`src/rtl/cp0_exc_ctrl_pkg.sv`:
```
// rtl/cp0_exc_ctrl_pkg.sv - shared CP0 constants: exception codes, register numbers, field positions
//
// Purpose: one place for the CP0 encodings used by the exception controller
//          and its arbiter.
// Ports:   none (package).
package cp0_exc_ctrl_pkg;

  // Exception codes as carried down the pipeline in exc_code_m.
  localparam logic [4:0] EXC_INT  = 5'd0;
  localparam logic [4:0] EXC_ADEL = 5'd4;
  localparam logic [4:0] EXC_ADES = 5'd5;
  localparam logic [4:0] EXC_RI   = 5'd10;
  localparam logic [4:0] EXC_OV   = 5'd12;
  localparam logic [4:0] EXC_NONE = 5'd31;

  // CP0 register numbers.
  localparam logic [4:0] CP0_SR    = 5'd12;
  localparam logic [4:0] CP0_CAUSE = 5'd13;
  localparam logic [4:0] CP0_EPC   = 5'd14;
  localparam logic [4:0] CP0_PRID  = 5'd15;

  // Field bit positions inside SR / Cause.
  localparam int IE_BIT  = 0;
  localparam int EXL_BIT = 1;
  localparam int IM_LO   = 10;
  localparam int EXC_LO  = 2;
  localparam int BD_BIT  = 31;

  localparam int INT_W_DEFAULT = 6;

endpackage

```
`src/rtl/cp0_exc_ctrl_if.sv`:
```
// rtl/cp0_exc_ctrl_if.sv - M-stage to CP0 bus and IF-stage redirect signals
//
// Purpose: groups the M-stage request signals and the CP0 responses.
// Signals: m_valid, pc_m, bd_m, exc_code_m, eret_m, mtc0_en, cp0_addr,
//          cp0_wdata (pipeline -> CP0); err_signal, eret_en, epc_data,
//          cp0_rdata (CP0 -> pipeline).
// Modports: master = pipeline side, slave = CP0 side.
interface cp0_exc_ctrl_if;

  logic        m_valid;
  logic [31:0] pc_m;
  logic        bd_m;
  logic [4:0]  exc_code_m;
  logic        eret_m;
  logic        mtc0_en;
  logic [4:0]  cp0_addr;
  logic [31:0] cp0_wdata;
  logic        err_signal;
  logic        eret_en;
  logic [31:0] epc_data;
  logic [31:0] cp0_rdata;

  modport master (
    output m_valid, pc_m, bd_m, exc_code_m, eret_m, mtc0_en, cp0_addr, cp0_wdata,
    input  err_signal, eret_en, epc_data, cp0_rdata
  );

  modport slave (
    input  m_valid, pc_m, bd_m, exc_code_m, eret_m, mtc0_en, cp0_addr, cp0_wdata,
    output err_signal, eret_en, epc_data, cp0_rdata
  );

endinterface

```
`src/rtl/cp0_exc_ctrl_arbiter.sv`:
```
// rtl/cp0_exc_ctrl_arbiter.sv - combinational interrupt/exception/eret arbitration
//
// Purpose: decides whether the M-stage instruction takes an interrupt, an
//          exception or an eret this cycle, and which ExcCode is recorded.
// Ports:   reset_i       - holds both redirects low while in reset
//          m_valid_i     - M stage holds a real instruction
//          exc_code_m_i  - accumulated exception code (31 = none)
//          eret_m_i      - M-stage instruction is eret
//          sr_ie_i/sr_exl_i/sr_im_i - current SR fields
//          cause_ip_i    - current Cause.IP (registered interrupt lines)
//          exc_code_o    - code to record in Cause.ExcCode
//          err_signal_o  - take exception/interrupt
//          eret_en_o     - perform eret
module cp0_exc_arbiter
  import cp0_exc_ctrl_pkg::*;
#(
  parameter int INT_WIDTH = INT_W_DEFAULT
) (
  input  logic                 reset_i,
  input  logic                 m_valid_i,
  input  logic [4:0]           exc_code_m_i,
  input  logic                 eret_m_i,
  input  logic                 sr_ie_i,
  input  logic                 sr_exl_i,
  input  logic [INT_WIDTH-1:0] sr_im_i,
  input  logic [INT_WIDTH-1:0] cause_ip_i,
  output logic [4:0]           exc_code_o,
  output logic                 err_signal_o,
  output logic                 eret_en_o
);

  logic int_req;
  logic exc_req;

  // Interrupts are only taken on a real instruction so EPC always points at
  // something restartable; EXL masks them while a handler runs.
  assign int_req = m_valid_i & sr_ie_i & ~sr_exl_i & (|(cause_ip_i & sr_im_i));
  assign exc_req = m_valid_i & (exc_code_m_i != EXC_NONE);

  assign exc_code_o   = int_req ? EXC_INT : exc_code_m_i;
  assign err_signal_o = ~reset_i & (int_req | exc_req);
  assign eret_en_o    = ~reset_i & eret_m_i & m_valid_i & ~(int_req | exc_req);

endmodule

```
`src/rtl/cp0_exc_ctrl.sv`:
```
// rtl/cp0_exc_ctrl.sv - CP0 register file and exception controller
//
// Purpose: holds SR/Cause/EPC, records exceptions and interrupts taken in
//          the M stage, clears EXL on eret, services mtc0/mfc0 and drives the
//          IF-stage redirect signals.
// Ports:   clk    - clock
//          reset  - synchronous, active-high
//          hw_int - external interrupt lines, level-sensitive
//          bus    - cp0_exc_ctrl_if.slave (M-stage request, redirect, mfc0 data)
module cp0_exc_ctrl
  import cp0_exc_ctrl_pkg::*;
#(
  parameter logic [31:0] PRID_VALUE = 32'h2020_0707,
  parameter int          INT_WIDTH  = INT_W_DEFAULT
) (
  input  logic                 clk,
  input  logic                 reset,
  input  logic [INT_WIDTH-1:0] hw_int,
  cp0_exc_ctrl_if.slave        bus
);

  logic                 sr_ie_q, sr_ie_d;
  logic                 sr_exl_q, sr_exl_d;
  logic [INT_WIDTH-1:0] sr_im_q, sr_im_d;
  logic                 cause_bd_q, cause_bd_d;
  logic [INT_WIDTH-1:0] cause_ip_q, cause_ip_d;
  logic [4:0]           cause_exc_q, cause_exc_d;
  logic [31:0]          epc_q, epc_d;

  logic [4:0]  exc_code;
  logic        err_signal;
  logic        eret_en;
  logic [31:0] victim_pc;
  logic [31:0] sr_word;
  logic [31:0] cause_word;

  cp0_exc_arbiter #(.INT_WIDTH(INT_WIDTH)) u_arbiter (
    .reset_i      (reset),
    .m_valid_i    (bus.m_valid),
    .exc_code_m_i (bus.exc_code_m),
    .eret_m_i     (bus.eret_m),
    .sr_ie_i      (sr_ie_q),
    .sr_exl_i     (sr_exl_q),
    .sr_im_i      (sr_im_q),
    .cause_ip_i   (cause_ip_q),
    .exc_code_o   (exc_code),
    .err_signal_o (err_signal),
    .eret_en_o    (eret_en)
  );

  // A delay-slot victim restarts at its branch so the branch is re-executed.
  assign victim_pc = bus.bd_m ? (bus.pc_m - 32'd4) : bus.pc_m;

  always_comb begin
    sr_ie_d     = sr_ie_q;
    sr_exl_d    = sr_exl_q;
    sr_im_d     = sr_im_q;
    cause_bd_d  = cause_bd_q;
    cause_exc_d = cause_exc_q;
    epc_d       = epc_q;
    // IP tracks the lines every cycle, independent of any other write.
    cause_ip_d  = hw_int;

    if (err_signal) begin
      sr_exl_d    = 1'b1;
      cause_exc_d = exc_code;
      // Nested exceptions keep the original return point.
      if (!sr_exl_q) begin
        epc_d      = {victim_pc[31:2], 2'b00};
        cause_bd_d = bus.bd_m;
      end
    end else if (eret_en) begin
      sr_exl_d = 1'b0;
    end else if (bus.mtc0_en) begin
      case (bus.cp0_addr)
        CP0_SR: begin
          sr_im_d  = bus.cp0_wdata[IM_LO +: INT_WIDTH];
          sr_exl_d = bus.cp0_wdata[EXL_BIT];
          sr_ie_d  = bus.cp0_wdata[IE_BIT];
        end
        CP0_EPC: epc_d = {bus.cp0_wdata[31:2], 2'b00};
        default: ;
      endcase
    end
  end

  always_ff @(posedge clk) begin
    if (reset) begin
      sr_ie_q     <= 1'b0;
      sr_exl_q    <= 1'b0;
      sr_im_q     <= '0;
      cause_bd_q  <= 1'b0;
      cause_ip_q  <= '0;
      cause_exc_q <= 5'd0;
      epc_q       <= 32'd0;
    end else begin
      sr_ie_q     <= sr_ie_d;
      sr_exl_q    <= sr_exl_d;
      sr_im_q     <= sr_im_d;
      cause_bd_q  <= cause_bd_d;
      cause_ip_q  <= cause_ip_d;
      cause_exc_q <= cause_exc_d;
      epc_q       <= epc_d;
    end
  end

  always_comb begin
    sr_word                        = 32'd0;
    sr_word[IM_LO +: INT_WIDTH]    = sr_im_q;
    sr_word[EXL_BIT]               = sr_exl_q;
    sr_word[IE_BIT]                = sr_ie_q;
    cause_word                     = 32'd0;
    cause_word[BD_BIT]             = cause_bd_q;
    cause_word[IM_LO +: INT_WIDTH] = cause_ip_q;
    cause_word[EXC_LO +: 5]        = cause_exc_q;
  end

  always_comb begin
    case (bus.cp0_addr)
      CP0_SR:    bus.cp0_rdata = sr_word;
      CP0_CAUSE: bus.cp0_rdata = cause_word;
      CP0_EPC:   bus.cp0_rdata = epc_q;
      CP0_PRID:  bus.cp0_rdata = PRID_VALUE;
      default:   bus.cp0_rdata = 32'd0;
    endcase
  end

  assign bus.err_signal = err_signal;
  assign bus.eret_en    = eret_en;
  assign bus.epc_data   = reset ? 32'd0 : epc_q;

endmodule

```
`src/flat_wrapper.sv`:
```
// flat-port wrapper written by rule: the top's interface ports become plain ports
module cp0_exc_ctrl_flat import cp0_exc_ctrl_pkg::*;
#(
  parameter logic [31:0] PRID_VALUE = 32'h2020_0707,
  parameter int          INT_WIDTH  = INT_W_DEFAULT
)
  (clk, reset, hw_int, bus_m_valid, bus_pc_m, bus_bd_m, bus_exc_code_m, bus_eret_m, bus_mtc0_en, bus_cp0_addr, bus_cp0_wdata, bus_err_signal, bus_eret_en, bus_epc_data, bus_cp0_rdata);
  cp0_exc_ctrl_if bus_i ();
  input  logic clk;
  input  logic reset;
  input  logic [INT_WIDTH-1:0] hw_int;
  input wire logic [$bits(bus_i.m_valid)-1:0] bus_m_valid;
  input wire logic [$bits(bus_i.pc_m)-1:0] bus_pc_m;
  input wire logic [$bits(bus_i.bd_m)-1:0] bus_bd_m;
  input wire logic [$bits(bus_i.exc_code_m)-1:0] bus_exc_code_m;
  input wire logic [$bits(bus_i.eret_m)-1:0] bus_eret_m;
  input wire logic [$bits(bus_i.mtc0_en)-1:0] bus_mtc0_en;
  input wire logic [$bits(bus_i.cp0_addr)-1:0] bus_cp0_addr;
  input wire logic [$bits(bus_i.cp0_wdata)-1:0] bus_cp0_wdata;
  output wire logic [$bits(bus_i.err_signal)-1:0] bus_err_signal;
  output wire logic [$bits(bus_i.eret_en)-1:0] bus_eret_en;
  output wire logic [$bits(bus_i.epc_data)-1:0] bus_epc_data;
  output wire logic [$bits(bus_i.cp0_rdata)-1:0] bus_cp0_rdata;
  assign bus_i.m_valid = bus_m_valid;
  assign bus_i.pc_m = bus_pc_m;
  assign bus_i.bd_m = bus_bd_m;
  assign bus_i.exc_code_m = bus_exc_code_m;
  assign bus_i.eret_m = bus_eret_m;
  assign bus_i.mtc0_en = bus_mtc0_en;
  assign bus_i.cp0_addr = bus_cp0_addr;
  assign bus_i.cp0_wdata = bus_cp0_wdata;
  assign bus_err_signal = bus_i.err_signal;
  assign bus_eret_en = bus_i.eret_en;
  assign bus_epc_data = bus_i.epc_data;
  assign bus_cp0_rdata = bus_i.cp0_rdata;
  cp0_exc_ctrl #(.PRID_VALUE(PRID_VALUE), .INT_WIDTH(INT_WIDTH)) u_core (.clk(clk), .reset(reset), .hw_int(hw_int), .bus(bus_i));
endmodule
```
`config.mk`:
```
export PLATFORM = sky130hd
export DESIGN_NAME = cp0_exc_ctrl_flat
export DESIGN_NICKNAME = d
export VERILOG_FILES = /design/src/rtl/cp0_exc_ctrl_pkg.sv /design/src/rtl/cp0_exc_ctrl_if.sv /design/src/rtl/cp0_exc_ctrl_arbiter.sv /design/src/rtl/cp0_exc_ctrl.sv /design/src/flat_wrapper.sv
export SDC_FILE = /design/constraint.sdc
export NUM_CORES = 1
export LEC_CHECK = 0
export CORE_UTILIZATION = 38
export CTS_CLUSTER_SIZE = 8
export DETAILED_ROUTE_END_ITERATION = 10
export PLACE_DENSITY_LB_ADDON = 0.1
export SKIP_CTS_REPAIR_TIMING = 1
export SLEW_MARGIN = 20
export SYNTH_ARGS = -nofsm -noshare
export SYNTH_HDL_FRONTEND = slang
export SYNTH_SLANG_ARGS = --single-unit
```
`constraint.sdc`:
```
create_clock -name clk -period 1.94 [get_ports clk]
set_input_delay 0.291 -clock clk [delete_from_list [all_inputs] [get_ports clk]]
set_output_delay 0.291 -clock clk [all_outputs]
set_load 0.02 [all_outputs]
```
* Word-level counts from Yosys, hierarchy flattened *
Cells that the tools add are included.
W data, S select, Z words.

storage, ports and cells
  flip-flop bits (word level) = 52
  bits of input ports = 86
  output and inout bits = 66
  word-level logic and storage cells = 52

cells by class
  add/sub/neg operators = 1
  eq/ne operators = 7
  muxes and demuxes = 13
  bitwise gates (word level) = 15
  reductions and logical operators = 9

operators by type and width
  cell                     count
  $mux W32                 7
  $pmux W32 S4             1
  $sub A32 B3 Y32 const B  1
  $eq A5 B4 Y1 const B     4
  $and A1 B1 Y1            8
  $reduce_and A4 Y1        2
  $and A6 B6 Y6            1
  $reduce_bool A3 Y1       2
  $reduce_or A6 Y1         1
  $mux W5                  1
  $ne A5 B5 Y1 const B     1
  $not A1 Y1               5
  $mux W1                  4
  $ne A2 B2 Y1 const B     2
  $reduce_and A2 Y1        2
  $reduce_bool A2 Y1       2
  $or A1 B1 Y1             1

* Logic depth before layout (Yosys ltp) *
  word-level depth = 8
  depth in mapped cells = 9
  gate-level depth less buffers = 8

* Cells and area by module *
From an unflattened synthesis, not the netlist that was laid out.

unflattened totals
  cells, all modules = 447
  area, all modules = 3,448.3 um^2

modules (own cells, without submodules)
  module           instances  cells each  area an instance (um^2)  seq. area each (um^2)
  cp0_exc_ctrl     1          431         3,347.0                  1,001.0
  cp0_exc_arbiter  1          16          101.3                    0.0

* Worst setup path before layout *
Ideal clock, no wire load.

  kind = in2reg
  start point = input bus_exc_code_m[3]
  end point = register u_core.epc_q[26]
  data arrival time = 2,107 ps
  required time = 1,823 ps
  setup slack = -284 ps
  cell stages on the path = 8
  cell sequence = and4_1 > a21oi_4 > nor3_1 > o32a_1 > buf_4 > nor2_4 > buf_4 > a22o_1

on the way
  longest elaborated chain between the ends = 7
  elaborated cells between the ends (all ways) = 12

RTL lines
  element                             RTL line                    RTL
  start: declaration                  flat_wrapper.sv:15          input wire logic [$bits(bus_i.exc_code_m)-1:0] bus_exc_code_m;
  $ne A5 B5 Y1                        cp0_exc_ctrl_arbiter.sv:38  assign exc_req = m_valid_i & (exc_code_m_i != EXC_NONE);
  $and A1 B1 Y1                       cp0_exc_ctrl_arbiter.sv:38
  $or A1 B1 Y1                        cp0_exc_ctrl_arbiter.sv:42  assign eret_en_o = ~reset_i & eret_m_i & m_valid_i & ~(int_req | exc_req);
  $not A1 Y1                          cp0_exc_ctrl_arbiter.sv:42
  $and A1 B1 Y1                       cp0_exc_ctrl_arbiter.sv:42
  net bus_eret_en                     flat_wrapper.sv:21          output wire logic [$bits(bus_i.eret_en)-1:0] bus_eret_en;
  $ne A2 B2 Y1 (no source line)       -
  $reduce_and A4 Y1 (no source line)  -
  end signal: assignment              cp0_exc_ctrl.sv:103         epc_q <= epc_d;
  end: declaration                    cp0_exc_ctrl.sv:28          logic [31:0] epc_q, epc_d;

The timed path passes the listed nets, and every way through them passes these cells.
A chain may end at the register's enable or synchronous reset.

* Final worst setup path *
  start point = input bus_exc_code_m[4]
  end point = register u_core.epc_q[27]

on the way
  longest elaborated chain between the ends = 7
  elaborated cells between the ends (all ways) = 12

RTL lines
  element                             RTL line
  $ne A5 B5 Y1 *                      cp0_exc_ctrl_arbiter.sv:38
  $and A1 B1 Y1 *                     cp0_exc_ctrl_arbiter.sv:38
  $or A1 B1 Y1 *                      cp0_exc_ctrl_arbiter.sv:41, cp0_exc_ctrl_arbiter.sv:42
  $not A1 Y1                          cp0_exc_ctrl_arbiter.sv:42
  $and A1 B1 Y1                       cp0_exc_ctrl_arbiter.sv:42
  $ne A2 B2 Y1 (no source line)       -
  $reduce_and A4 Y1 (no source line)  -

Mark *: on every way between the ends. The rest lies on a longest branch, timed or not.

==> results.py <==
metrics = {
    "logic_synthesis": {
        "yosys.area_share.simple": 0.3398,
        "synth_compound_area_frac": 0.1735,
        "synth_top_family_by_area": "simple AND/OR/NAND/NOR gates",
        "synth-edff-count": 0,
        "ys_types": 59,
        "synth_ff_type": "dfxtp_1",
        "ys_seq_area_frac": 0.2991,
        "synthTopCellsByArea": "dfxtp_1 30%, nor2b_1 7.9%, mux2i_1 6.3%",
        "synth_xor_area_frac": 0.07589,
        "async_reset_ff_frac": 0,
        "synthMuxAreaShare": 0.06617,
        "ys_warn_count": 0,
        "synthAdderAreaFrac": 0.003738,
        "ys_seq_elements": 50,
        "synth_area_sq_um": 3347,
        "synth_cells": 427,
        "synth_top_area_share": 0.2991,
        "yosysTopAreaCell": "dfxtp_1",
        "syn_avg_cell_area_sq_um": 7.838,
    },
    "timing": {
        "drv_slew": 0,
        "setup_viol": 14,
        "hold_violations": 0,
        "rsz0062_at_grt": "yes",
        "min_period_ns": 2.062,
        "clock.fmax_mhz": 485.0,
        "post-route-period-util": 1.063,
        "clock_skew_ns": 0.003521,
        "worst_slack_ns": -0.1217,
    },
    "critical_path": {
        "worstPathArrival_ns": 2.27,
        "end_kind": "register",
        "crit_path_top_delay_cell": "clkdlybuf4s50_1",
        "path_cells": "clkdlybuf4s50_1, a21oi_4, buf_6, nor2_2, o32a_1, buf_4, buf_6, clkbuf_16, a22o_1",
        "worstSetupPathType": "in2reg",
        "slowest_delay_ns": 0.52,
        "cpMostUsedCell": "buf_6",
        "path_max_fanout": 5,
        "start_kind": "input pin",
        "crit_required_ns": 2.14,
    },
    "floorplanning": {
        "io_pins": 152,
        "dieArea_sq_um": 9187,
        "die_h_um": 95.85,
        "fp.dieW_um": 95.85,
        "core_area_sq_um": 8382,
        "start_util": 0.3993,
        "rows": 33,
    },
    "placement": {
        "gp_congestion": 0.8812,
        "port_buffers": 147,
        "place_area_sq_um": 5614,
        "dp_hpwl_um": 9249,
        "dp.cells": 747,
    },
    "power": {
        "p_leak_nw": 3.107,
        "p_int_mw": 1.824,
        "p_sw_frac": 0.2937,
        "irDropWorstVdd_mv": 0.2672,
        "power_frac_seq": 0.430,
        "p_total_mw": 2.582,
        "p_clk_frac": 0.254,
        "combPwrFrac": 0.316,
        "switchingPower_mw": 0.7583,
        "power.density_nw_per_um2": 410.3,
    },
    "layout": {
        "fin_area_sq_um": 6294,
        "layout-drive-gt1-share": 0.3001,
        "fin_cells": 778,
        "final_cell_mix": "92 x buf_4, 83 x clkdlybuf4s50_1, 53 x nor2_1, 47 x dfxtp_1, 46 x dlymetal6s2s_1",
        "fin_nets": 759,
        "fillers": 647,
        "final_util": 0.7509,
        "final_common_cell": "buf_4",
        "syn_to_final_growth_pct": 88.04,
        "antenna_cells": 0,
    },
    "clocking": {
        "cts-root-buf": "clkbuf_8",
        "clock_latency_ns": 0.30,
        "cts_max_level": 2,
        "cts_buffer_depth": 2,
        "path_clk_slew_ns": 0.09,
        "cts_tree": "done",
        "cts_buffers": 5,
        "cts.sinks": 50,
    },
    "global_route": {
        "grt_pass1_wl_um": 17750,
        "grt_remaining_overflow": 0,
        "grtUsageTotal": 0.2527,
        "antenna_found_initial": 0,
        "grt_start_max_net_pins": 46,
        "first_global_vias": 3629,
    },
    "status": {
        "status": "complete, but fails checks",
        "violations": "negative setup slack",
    },
    "routing": {
        "viasPerCell": 5.176,
        "wl_um": 12970,
        "post-route-drc-count": 0,
        "avgRoutedWirePerCell_um": 16.66,
        "drtIter0Drc": 156,
        "vias": 4027,
        "postRouteAntennaNets": 0,
        "first_pass_iters": 4,
    },
    "worst_hold_path": {
        "holdCritPathClass": "in2reg",
    },
    "job": {
        "max-cap-violations": 0,
    },
}
-- cell usage after synthesis, drive strengths merged (2+ instances only) --
| cell type | count |
|---|---|
| a211oi | 3 |
| a21oi | 21 |
| a22o | 13 |
| a22oi | 8 |
| and2 | 14 |
| buf | 11 |
| clkbuf | 15 |
| dfxtp | 50 |
| inv | 4 |
| mux2i | 21 |
| nand2 | 48 |
| nand2b | 5 |
| nand3 | 2 |
| nand3b | 2 |
| nand4 | 2 |
| nor2 | 56 |
| nor2b | 42 |
| nor3 | 11 |
| nor4 | 10 |
| nor4b | 2 |
| o211ai | 8 |
| o21ai | 19 |
| o21bai | 4 |
| o31ai | 3 |
| or2 | 4 |
| or3 | 7 |
| xnor2 | 19 |
| xor2 | 10 |
-- critical path, delay by kind of cell --
kind | cells | cell delay, ns
buffers and inverters | 5 | 1.09
AO/OA/AOI/OAI | 3 | 0.85
AND/OR/NAND/NOR | 1 | 0.04
-- through the flow --
stage | TNS (ns) | hold slack, ns | setup WS (ns)
CTS | -15.89 | 0.4389 | -0.4600
detailed placement | -26.51 | 0.4612 | -0.5385
floorplan | -0.008527 | 0.4192 | -0.008527
global placement | -24.88 | 0.4544 | -0.4801
finish | -1.313 | 0.2763 | -0.1217
global route | -2.811 | 0.2818 | -0.1805
-- power groups by stage --
stage | logic [mW] | clock network, mW | registers [mW]
after floorplan | 0.302 | 0 | 1.12
after global placement | 0.722 | 0 | 1.13
after detailed placement | 0.736 | 0 | 1.13
after CTS | 0.739 | 0.663 | 1.11
after global routing | 0.870 | 0.720 | 1.12
final | 0.815 | 0.656 | 1.11
-- layer usage --
layer / part of all wire / track usage
met2: 0.50 / 0.4286
met5: 0 / 0
met3: 0.063 / 0.02844
met4: 0.012 / 0.04602
met1: 0.43 / 0.3472
-- path summary, 6_finish.rpt --
kind | from | endpoint | slack [ns] | depth (start not counted)
setup / recovery | bus_exc_code_m[4] | u_core.epc_q[27]$_SDFFE_PP0P_ | -0.12 | 9
hold reg to reg | u_core.epc_q[8]$_SDFFE_PP0P_ | u_core.epc_q[8]$_SDFFE_PP0P_ | 0.48 | 2
hold / removal | bus_exc_code_m[1] | u_core.cause_exc_q[1]$_SDFFE_PP0N_ | 0.28 | 3
setup reg to reg | u_core.cause_ip_q[0]$_SDFF_PP0_ | u_core.epc_q[27]$_SDFFE_PP0P_ | -0.12 | 9
-- final cells by class --
type / count / area [sq um] / share of cell area
repair buffers: 260 / 2580 / 0.4099
multi-input cells: 351 / 2467 / 0.3920
flip-flops and latches: 50 / 1005 / 0.1596
well taps: 105 / 131.4 / 0.02087
clock buffers: 7 / 86.33 / 0.01372
inverters: 4 / 15.01 / 0.002386
clock inverters: 1 / 8.758 / 0.001392
-- sequential cells by signal, indices dropped and copies added (netlist names) --
| name | flops |
|---|---|
| u_core.cause_bd_q | 1 |
| u_core.cause_exc_q | 5 |
| u_core.cause_ip_q | 6 |
| u_core.epc_q | 30 |
| u_core.sr_exl_q | 1 |
| u_core.sr_ie_q | 1 |
| u_core.sr_im_q | 6 |
-- cell families after synthesis --
| kind of cell | after synthesis |
|---|---|
| buffers and inverters | 30 |
| DFF | 50 |
| and+or+nand+nor | 210 |
| muxes | 22 |
| AOI/OAI and AO/OA | 84 |
| other | 1 |
| adders and majority gates | 1 |
| xor gates and xnor gates | 29 |
Power figures use the tool's default switching activity.
